File: src/rtl/pkt_out_arbiter_rr.sv
// rtl/pkt_out_arbiter_rr.sv - N-input round-robin packet arbiter with ctrl tagging, output FIFO and counters
// Whole packets are granted in turn; words are tagged and queued toward the output queue stage.
module pkt_out_arbiter_rr #(
  parameter int NUM_INPUTS       = 4,
  parameter int DATA_WIDTH       = 64,
  parameter int CTRL_WIDTH       = 8,
  parameter int FIFO_AW          = 4,
  parameter int PROG_FULL_THRESH = 12
) (
  input  logic                             clk,
  input  logic                             reset_n,
  input  logic [NUM_INPUTS*DATA_WIDTH-1:0] in_data,
  input  logic [NUM_INPUTS-1:0]            in_wr,
  input  logic [NUM_INPUTS-1:0]            in_req,
  output logic [NUM_INPUTS-1:0]            in_ack,
  input  logic [NUM_INPUTS-1:0]            in_bop,
  input  logic [NUM_INPUTS-1:0]            in_eop,
  output logic [NUM_INPUTS-1:0]            in_outrdy,
  output logic [DATA_WIDTH-1:0]            out_data,
  output logic [CTRL_WIDTH-1:0]            out_ctrl,
  output logic                             out_wr,
  input  logic                             out_rdy,
  output logic [31:0]                      pkt_cnt,
  output logic [15:0]                      drop_cnt
);
  localparam int GW    = (NUM_INPUTS > 1) ? $clog2(NUM_INPUTS) : 1;
  localparam int DEPTH = 1 << FIFO_AW;
  localparam int FW    = CTRL_WIDTH + DATA_WIDTH;

  typedef enum logic {S_IDLE, S_TX} state_e;

  state_e                  state_q;
  logic [GW-1:0]           grant_q;
  logic [GW-1:0]           rr_ptr_q;
  logic [GW-1:0]           rr_ptr_d;
  logic [NUM_INPUTS-1:0]   in_ack_q;
  logic [FW-1:0]           fifo_mem_q [DEPTH];
  logic [FIFO_AW-1:0]      wr_ptr_q;
  logic [FIFO_AW-1:0]      rd_ptr_q;
  logic [FIFO_AW:0]        usedw_q;
  logic [FIFO_AW:0]        usedw_d;
  logic                    out_wr_q;
  logic [DATA_WIDTH-1:0]   out_data_q;
  logic [CTRL_WIDTH-1:0]   out_ctrl_q;
  logic [31:0]             pkt_cnt_q;
  logic [31:0]             pkt_cnt_d;
  logic [15:0]             drop_cnt_q;
  logic [15:0]             drop_cnt_d;

  logic                    pick_found;
  logic [GW-1:0]           pick_idx;
  logic [GW:0]             scan_sum;
  logic [DATA_WIDTH-1:0]   g_data;
  logic                    g_wr;
  logic                    g_bop;
  logic                    g_eop;
  logic                    is_tx;
  logic [NUM_INPUTS-1:0]   gnt_oh;
  logic                    fifo_empty;
  logic                    fifo_full;
  logic                    prog_full;
  logic                    fifo_rd;
  logic                    fifo_wr;
  logic                    pkt_end;
  logic [CTRL_WIDTH-1:0]   ctrl_sel;
  logic [NUM_INPUTS-1:0]   drop_vec;
  logic [15:0]             drop_add;
  logic [16:0]             drop_sum;

  // Round-robin scan: first requester at or after rr_ptr, wrapping.
  always_comb begin
    pick_found = 1'b0;
    pick_idx   = '0;
    scan_sum   = '0;
    for (int k = 0; k < NUM_INPUTS; k++) begin
      scan_sum = {1'b0, rr_ptr_q} + (GW+1)'(k);
      if (scan_sum >= (GW+1)'(NUM_INPUTS)) scan_sum = scan_sum - (GW+1)'(NUM_INPUTS);
      if (!pick_found && in_req[scan_sum[GW-1:0]]) begin
        pick_found = 1'b1;
        pick_idx   = scan_sum[GW-1:0];
      end
    end
  end

  always_comb begin
    g_data = '0;
    for (int i = 0; i < NUM_INPUTS; i++) begin
      if (grant_q == GW'(i)) g_data = in_data[i*DATA_WIDTH +: DATA_WIDTH];
    end
  end

  assign g_wr       = in_wr[grant_q];
  assign g_bop      = in_bop[grant_q];
  assign g_eop      = in_eop[grant_q];
  assign is_tx      = (state_q == S_TX);
  assign gnt_oh     = is_tx ? (NUM_INPUTS'(1) << grant_q) : '0;
  assign fifo_empty = (usedw_q == '0);
  assign fifo_full  = (usedw_q == (FIFO_AW+1)'(DEPTH));
  assign prog_full  = (usedw_q >= (FIFO_AW+1)'(PROG_FULL_THRESH));
  assign fifo_rd    = ~fifo_empty & out_rdy;
  // A full FIFO still takes the write when a pop frees a slot on the same edge.
  assign fifo_wr    = is_tx & g_wr & (~fifo_full | fifo_rd);
  assign pkt_end    = is_tx & g_wr & g_eop;
  assign ctrl_sel   = g_bop ? CTRL_WIDTH'(8'hFF) : (g_eop ? CTRL_WIDTH'(1) : '0);
  assign in_outrdy  = gnt_oh & {NUM_INPUTS{~prog_full}};
  assign rr_ptr_d   = (grant_q == GW'(NUM_INPUTS-1)) ? '0 : grant_q + GW'(1);

  assign drop_vec = is_tx ? ((in_wr & ~gnt_oh) | (in_wr & gnt_oh & {NUM_INPUTS{~fifo_wr}}))
                          : in_wr;

  always_comb begin
    drop_add = '0;
    for (int i = 0; i < NUM_INPUTS; i++) drop_add = drop_add + 16'(drop_vec[i]);
  end

  assign drop_sum   = {1'b0, drop_cnt_q} + {1'b0, drop_add};
  assign drop_cnt_d = drop_sum[16] ? 16'hFFFF : drop_sum[15:0];
  assign pkt_cnt_d  = pkt_cnt_q + 32'(fifo_wr & g_eop);

  always_comb begin
    usedw_d = usedw_q;
    case ({fifo_wr, fifo_rd})
      2'b10:   usedw_d = usedw_q + (FIFO_AW+1)'(1);
      2'b01:   usedw_d = usedw_q - (FIFO_AW+1)'(1);
      default: usedw_d = usedw_q;
    endcase
  end

  always_ff @(posedge clk or negedge reset_n) begin
    if (!reset_n) begin
      state_q  <= S_IDLE;
      grant_q  <= '0;
      rr_ptr_q <= '0;
      in_ack_q <= '0;
    end else begin
      case (state_q)
        S_IDLE: begin
          if (pick_found) begin
            grant_q  <= pick_idx;
            in_ack_q <= NUM_INPUTS'(1) << pick_idx;
            state_q  <= S_TX;
          end
        end
        S_TX: begin
          if (pkt_end) begin
            in_ack_q <= '0;
            rr_ptr_q <= rr_ptr_d;
            state_q  <= S_IDLE;
          end
        end
        default: state_q <= S_IDLE;
      endcase
    end
  end

  always_ff @(posedge clk) begin
    if (fifo_wr) fifo_mem_q[wr_ptr_q] <= {ctrl_sel, g_data};
  end

  always_ff @(posedge clk or negedge reset_n) begin
    if (!reset_n) begin
      wr_ptr_q   <= '0;
      rd_ptr_q   <= '0;
      usedw_q    <= '0;
      out_wr_q   <= 1'b0;
      out_data_q <= '0;
      out_ctrl_q <= '0;
      pkt_cnt_q  <= '0;
      drop_cnt_q <= '0;
    end else begin
      usedw_q    <= usedw_d;
      out_wr_q   <= fifo_rd;
      pkt_cnt_q  <= pkt_cnt_d;
      drop_cnt_q <= drop_cnt_d;
      if (fifo_wr) wr_ptr_q <= wr_ptr_q + FIFO_AW'(1);
      if (fifo_rd) begin
        rd_ptr_q                 <= rd_ptr_q + FIFO_AW'(1);
        {out_ctrl_q, out_data_q} <= fifo_mem_q[rd_ptr_q];
      end
    end
  end

  assign in_ack   = in_ack_q;
  assign out_wr   = out_wr_q;
  assign out_data = out_data_q;
  assign out_ctrl = out_ctrl_q;
  assign pkt_cnt  = pkt_cnt_q;
  assign drop_cnt = drop_cnt_q;

endmodule
File: config.mk
export PLATFORM = sky130hd
export DESIGN_NAME = pkt_out_arbiter_rr
export DESIGN_NICKNAME = d
export VERILOG_FILES = /design/src/rtl/pkt_out_arbiter_rr.sv
export SDC_FILE = /design/constraint.sdc
export NUM_CORES = 1
export LEC_CHECK = 0
export CORE_MARGIN = 5
export CORE_UTILIZATION = 40
export CTS_BUF_LIST = sky130_fd_sc_hd__clkbuf_2 sky130_fd_sc_hd__clkbuf_4 sky130_fd_sc_hd__clkbuf_8
export DETAILED_ROUTE_END_ITERATION = 7
export HOLD_SLACK_MARGIN = 0.08
export PLACE_DENSITY = 0.62
export RECOVER_POWER = 50
export SLEW_MARGIN = 20
export SYNTH_ARGS = -nofsm -noshare
export SYNTH_HDL_FRONTEND = slang
export SYNTH_SLANG_ARGS = --single-unit
File: constraint.sdc
create_clock -name clk -period 8.8 [get_ports clk]
set_input_delay 1.76 -clock clk [delete_from_list [all_inputs] [get_ports clk]]
set_output_delay 1.76 -clock clk [all_outputs]
set_load 0.1 [all_outputs]
After elaboration in Yosys (flattened, before gate mapping)
Memory sizes are Yosys's and may differ from the RTL's. A register that Yosys moved wholly into a read port is not among the register bits.
Index checks and enable logic that the tools add are counted.
Storage, ports and cells
  register bits: 71
  memories: 1
  bits of input ports: 275
  output and inout port bits: 129
  memory bits (writable): 1152
  word-level logic and storage cells: 123
Cells by class
  reductions and logical operators: 13
  add/subtract/negate cells: 17
  equality and inequality tests: 8
  magnitude comparators: 10
  bitwise logic cells: 17
  shift-type cells: 2
  mux-type cells: 45
Memory list
  fifo_mem_q: depth 16, bits a word 72, read ports 1, clocked after Yosys merged registers in 1, wr ports 1, RTL line 37  | logic [FW-1:0] fifo_mem_q [DEPTH];
Operators by type and width (number)
  $mux W64: 4
  $add A32 B1 Y32: 1
  $mux W2: 9
  $add A16 B4 Y17: 1
  $and A4 B4 Y4: 4
  $mux W1: 16
  $mux W16: 1
  $mux W4: 4
  $lt A2 B3 Y1 const B: 5
  $bmux W1 S2: 7
  $pmux W5 S2: 1
  $ge A3 B3 Y1 const B: 3
  $add A4 B1 Y4 const B: 2
  $mux W8: 1
  $pmux W4 S2: 1
  $shl A1 B2 Y4 const A: 2
  $sub A2 B1 Y2 const B: 4
  $add A2 B2 Y3 const B: 2
  $eq A2 B2 Y1 const B: 3
  $reduce_and A2 Y1: 3
  $add A5 B1 Y5 const B: 1
  $and A1 B1 Y1: 5
  $eq A5 B5 Y1 const B: 1
  $ge A5 B4 Y1 const B: 1
  other kinds (20): 30

Depth between registers and ports, before layout
  word-level depth: 17
  gate-level depth with buffers: 16
  gate-level depth less buffers: 14

Worst setup path before layout
Ideal clock, no wire load.
  path type: input -> register
  start point: input in_wr[3]
  end point: memory fifo_mem_q[0][0] (netlist name) (enable)
  data arrival time: 8.508 ns
  data required time: 8.147 ns
  stages: 4
  setup slack: -0.361 ns
  buffers on the path: 0
  setup time: 0.653 ns
  cells stage by stage: mux2i_1 o22ai_1 nand2_1 nor4_1
On the way
  cells in the longest elaborated chain, start to end: 6
Ends and longest elaborated chain
  from (decl): RTL line 13  | input logic [NUM_INPUTS-1:0] in_wr,
  $bmux W1 S2: RTL line 92  | assign g_wr = in_wr[grant_q];
  $mux W1 (not written as such): RTL line 92
  $and A1 B1 Y1 (2 in a row): RTL line 102  | assign fifo_wr = is_tx & g_wr & (~fifo_full | fifo_rd);
  $mux W1: RTL line 157  | if (fifo_wr) fifo_mem_q[wr_ptr_q] <= {ctrl_sel, g_data};
  $mux W1 (not written as such): RTL line 157
  to (decl): RTL line 37
No other way between the ends. The select of a mux whose other input is x is not followed.

Worst setup path after layout
  start point: input out_rdy
  end point: register out_data_q[14], in the netlist out_data[14] (read register of fifo_mem_q)
On the way
  cells in the longest elaborated chain, start to end: 1
Ends and longest elaborated chain
  from (decl): RTL line 22  | input logic out_rdy,
  $and A1 B1 Y1: RTL line 100  | assign fifo_rd = ~fifo_empty & out_rdy;
  via fifo_rd: RTL line 62  | logic fifo_rd;
  to (decl): RTL line 43  | logic [DATA_WIDTH-1:0] out_data_q;
The timed path passes the listed nets, and every way through them passes these cells.
A chain may end at the register's enable or synchronous reset.

==> impl_metrics.csv <==
group,metric,value,unit
detailed_routing,drt_iter0_drc,2106,
pwr,power,21.23,mW
timing,fin_skew,0.04460,ns
detailed_routing,drt-pass1-iter-count,5,
synth,yosys.area_share.simple,4.255,%
floorplanning,coreArea,119700,µm²
place,post-place-ws,3.236,ns
cells_and_area,area_growth_syn_to_layout,20.24,%
timing,fin_crit,7.201,ns
timing,timing.final.ws_setup,1.599,ns
pwr,p_leak,19.18,nW
detailed_routing,via_count,25960,
timing,relSlewSlack,-126.9,%
setup_path,reg2reg_depth,6,
timing,setup_viol_count_final,0,
pwr,irDropWorstVdd,273.5,µV
place,globalplace.congestion,0.8327,
hold_path,min_to,"pkt_cnt[31]",
hold_path,whs_path_depth,1,
synth,ys_async_sr_fraction,11.48,%
cts,cts_tree,"done",
synth,synth_top_family_by_area,"multiplexers",
grt,grt_pass1_vias,28074,
cells_and_area,layout.nets,3346,
floorplanning,fp-row-count,127,
cells_and_area,drive_above_1_share,21.91,%
place,placed_area,54190,µm²
grt,grt_max_degree,153,
cells_and_area,finalInstanceArea,57740,µm²
synth,synth.top_cell.area_share,66.03,%
cts,clk_pin_slew_worst_paths,0.06,ns
synth,synth_area_per_cell,18.88,µm²
setup_path,critPathMaxFanout,36,
floorplanning,die_w,356.5,µm
setup_path,rr_startpoint,"usedw_q[0]",
synth,synth_cell_type_count,48,
synth,synthAdderAreaFrac,0.5576,%
timing,fmax,138.9,MHz
timing,tightest_slew,3.404,ns
grt,gr-total-overflow,0,
setup_path,crit_required,9.52,ns
cts,clock-sinks,1193,
timing,hold_viol,0,
synth,synth.most_common_cell,"edfxtp_1",
detailed_routing,ant_nets,0,
floorplanning,start_util,40.14,%
synth,synth_nets,2837,
synth,synth-compound-area-share,3.859,%
timing,post-route-period-util,81.82,%
place,dp_hpwl,65790,µm
hold_path,hold_path.class,"flop to flop",
synth,yosys-top-cells-count,"edfxtp_1, mux4_2, nand2_1",
floorplanning,die_h,356.5,µm
job,cap_violations,24,
synth,seq_area_frac_synth,73.17,%
floorplanning,ios,404,
synth,synth_xor_area_share,0.8754,%
grt,grt_pass1_wl,174400,µm
synth,synth_flop_cell,"edfxtp_1",
setup_path,r2r_end,"out_data[14]",
detailed_routing,drt-wirelength-per-cell,24.23,µm
synth,yosysTopAreaCell,"edfxtp_1",
pwr,power_density,367.6,nW/µm²
synth,syn_inst,2543,
synth,synth_seq_cells,1193,
grt,antenna_found_initial,2,
detailed_routing,drc,0,
grt,grtUsageTotal,18.29,%
synth,synth_area_leaders,"edfxtp_1, mux4_2, dfrtp_1, mux2_2, mux2i_1",
setup_path,startpoint_type,"primary input",
timing,final.setup.tns,0,ns
timing,rsz0062_at_grt,"no",
cts,cts_resized,0,
timing,drv_slew,512,
cts,h-tree-depth,4,
detailed_routing,wl,116900,µm
cts,cts-root-buf,"clkbuf_8",
run_status,status,"finished, violations left",
cts,clockBufferDepth,3,
setup_path,critPathKind,"primary input to flop",
detailed_routing,viasPerCell,5.381,
cts,hold_buffers,0,
synth,synth_edf_count,1056,
place,port_buffers,403,
synth,synth_area,48020,µm²
timing,hold_slack,0.4787,ns
setup_path,crit_path_end_kind,"flop",
synth,yosys_warnings,0,
cts,clock_latency,0.84,ns
run_status,violations,"max-capacitance violations, max-slew violations",
floorplanning,dieArea,127100,µm²
cts,postCtsSetupRepairBufs,0,
cts,numCtsBuffers,183,
setup_path,rrSetupSlack,2.53,ns
hold_path,holdCritStartpoint,"pkt_cnt[31]",
synth,muxShareOfSynthArea,15.61,%
setup_path,crit_arrival,7.92,ns
[cell families after synthesis]
family	after synthesis
XOR/XNOR	48
flip-flops	1193
buffers and inverters	183
AND/OR/NAND/NOR	402
adder cells (fa/ha/maj)	19
AO/OA/AOI/OAI	291
multiplexers	407
[critical path, stage by stage]
cell and delay (ns):
dlygate4sd3_1 0.54, o21ai_0 0.29, inv_1 0.39, and2_0 2.28, clkbuf_1 2.19, a221o_1 0.40
[layer usage]
metal | vias up | wire length [µm] | track usage, %
met4 | 0 | 2341 | 5.046
li1 | 11358 | - | -
met5 | - | 0 | 0
met3 | 176 | 6279 | 3.650
met1 | 13690 | 46660 | 22.89
met2 | 736 | 61610 | 32.52
[metrics by stage]
step / std cells / utilization, %
5_1_grt: 4824 / 48.26
3_5_place_dp: 4479 / 45.29
4_1_cts: 4821 / 48.49
3_3_place_gp: 4479 / 45.28
2_1_floorplan: 2543 / -
6_report: 4824 / 48.26
[state kept, by name, summed over array words and instances (netlist names), 4 cells and up]
name	flops
fifo_mem_q	1056
out_data	64
drop_cnt	16
usedw_q	5
pkt_cnt	32
in_ack	4
wr_ptr_q	4
rd_ptr_q	4
[where the power goes]
part	internal (mW)	leakage (nW)	switching [mW]
Sequential	8.12	11.4	0.510
Combinational	2.75	5.78	5.15
Clock	2.58	2.04	2.11
[cells in the final DEF (no fill, tap or decap), types with 68 or more instances in the layout]
master / instances
clkbuf_8: 204
a21oi_1: 136
dfrtp_1: 133
edfxtp_1: 1056
mux2_2: 68
mux2i_1: 71
nor3_1: 72
nand2_1: 172
clkdlybuf4s50_1: 397
clkbuf_4: 73
mux4_2: 266
[how the worst max path moves through the flow]
stage | startpoint | depth (start not counted) | endpoint
global placement | in_wr[3] | 14 | drop_cnt[11]
floorplan | in_wr[3] | 4 | fifo_mem_q[0][0]
CTS | grant_q[0] | 4 | in_outrdy[2]
global route | out_rdy | 6 | out_data[14]
detailed placement | in_wr[3] | 14 | drop_cnt[13]
finish | out_rdy | 6 | out_data[14]
[layout make-up]
cell class | instances | area, µm²
fill | 9854 | 61910
sequential | 1193 | 35150
multi-input combinational | 1167 | 12140
timing repair buffer | 488 | 4523
clock buffer | 277 | 3356
tap | 1612 | 2017
clock inverter | 65 | 478.0
inverter | 19 | 71.32
antenna | 3 | 7.507
No activity file was read; power rests on OpenSTA's default activity.
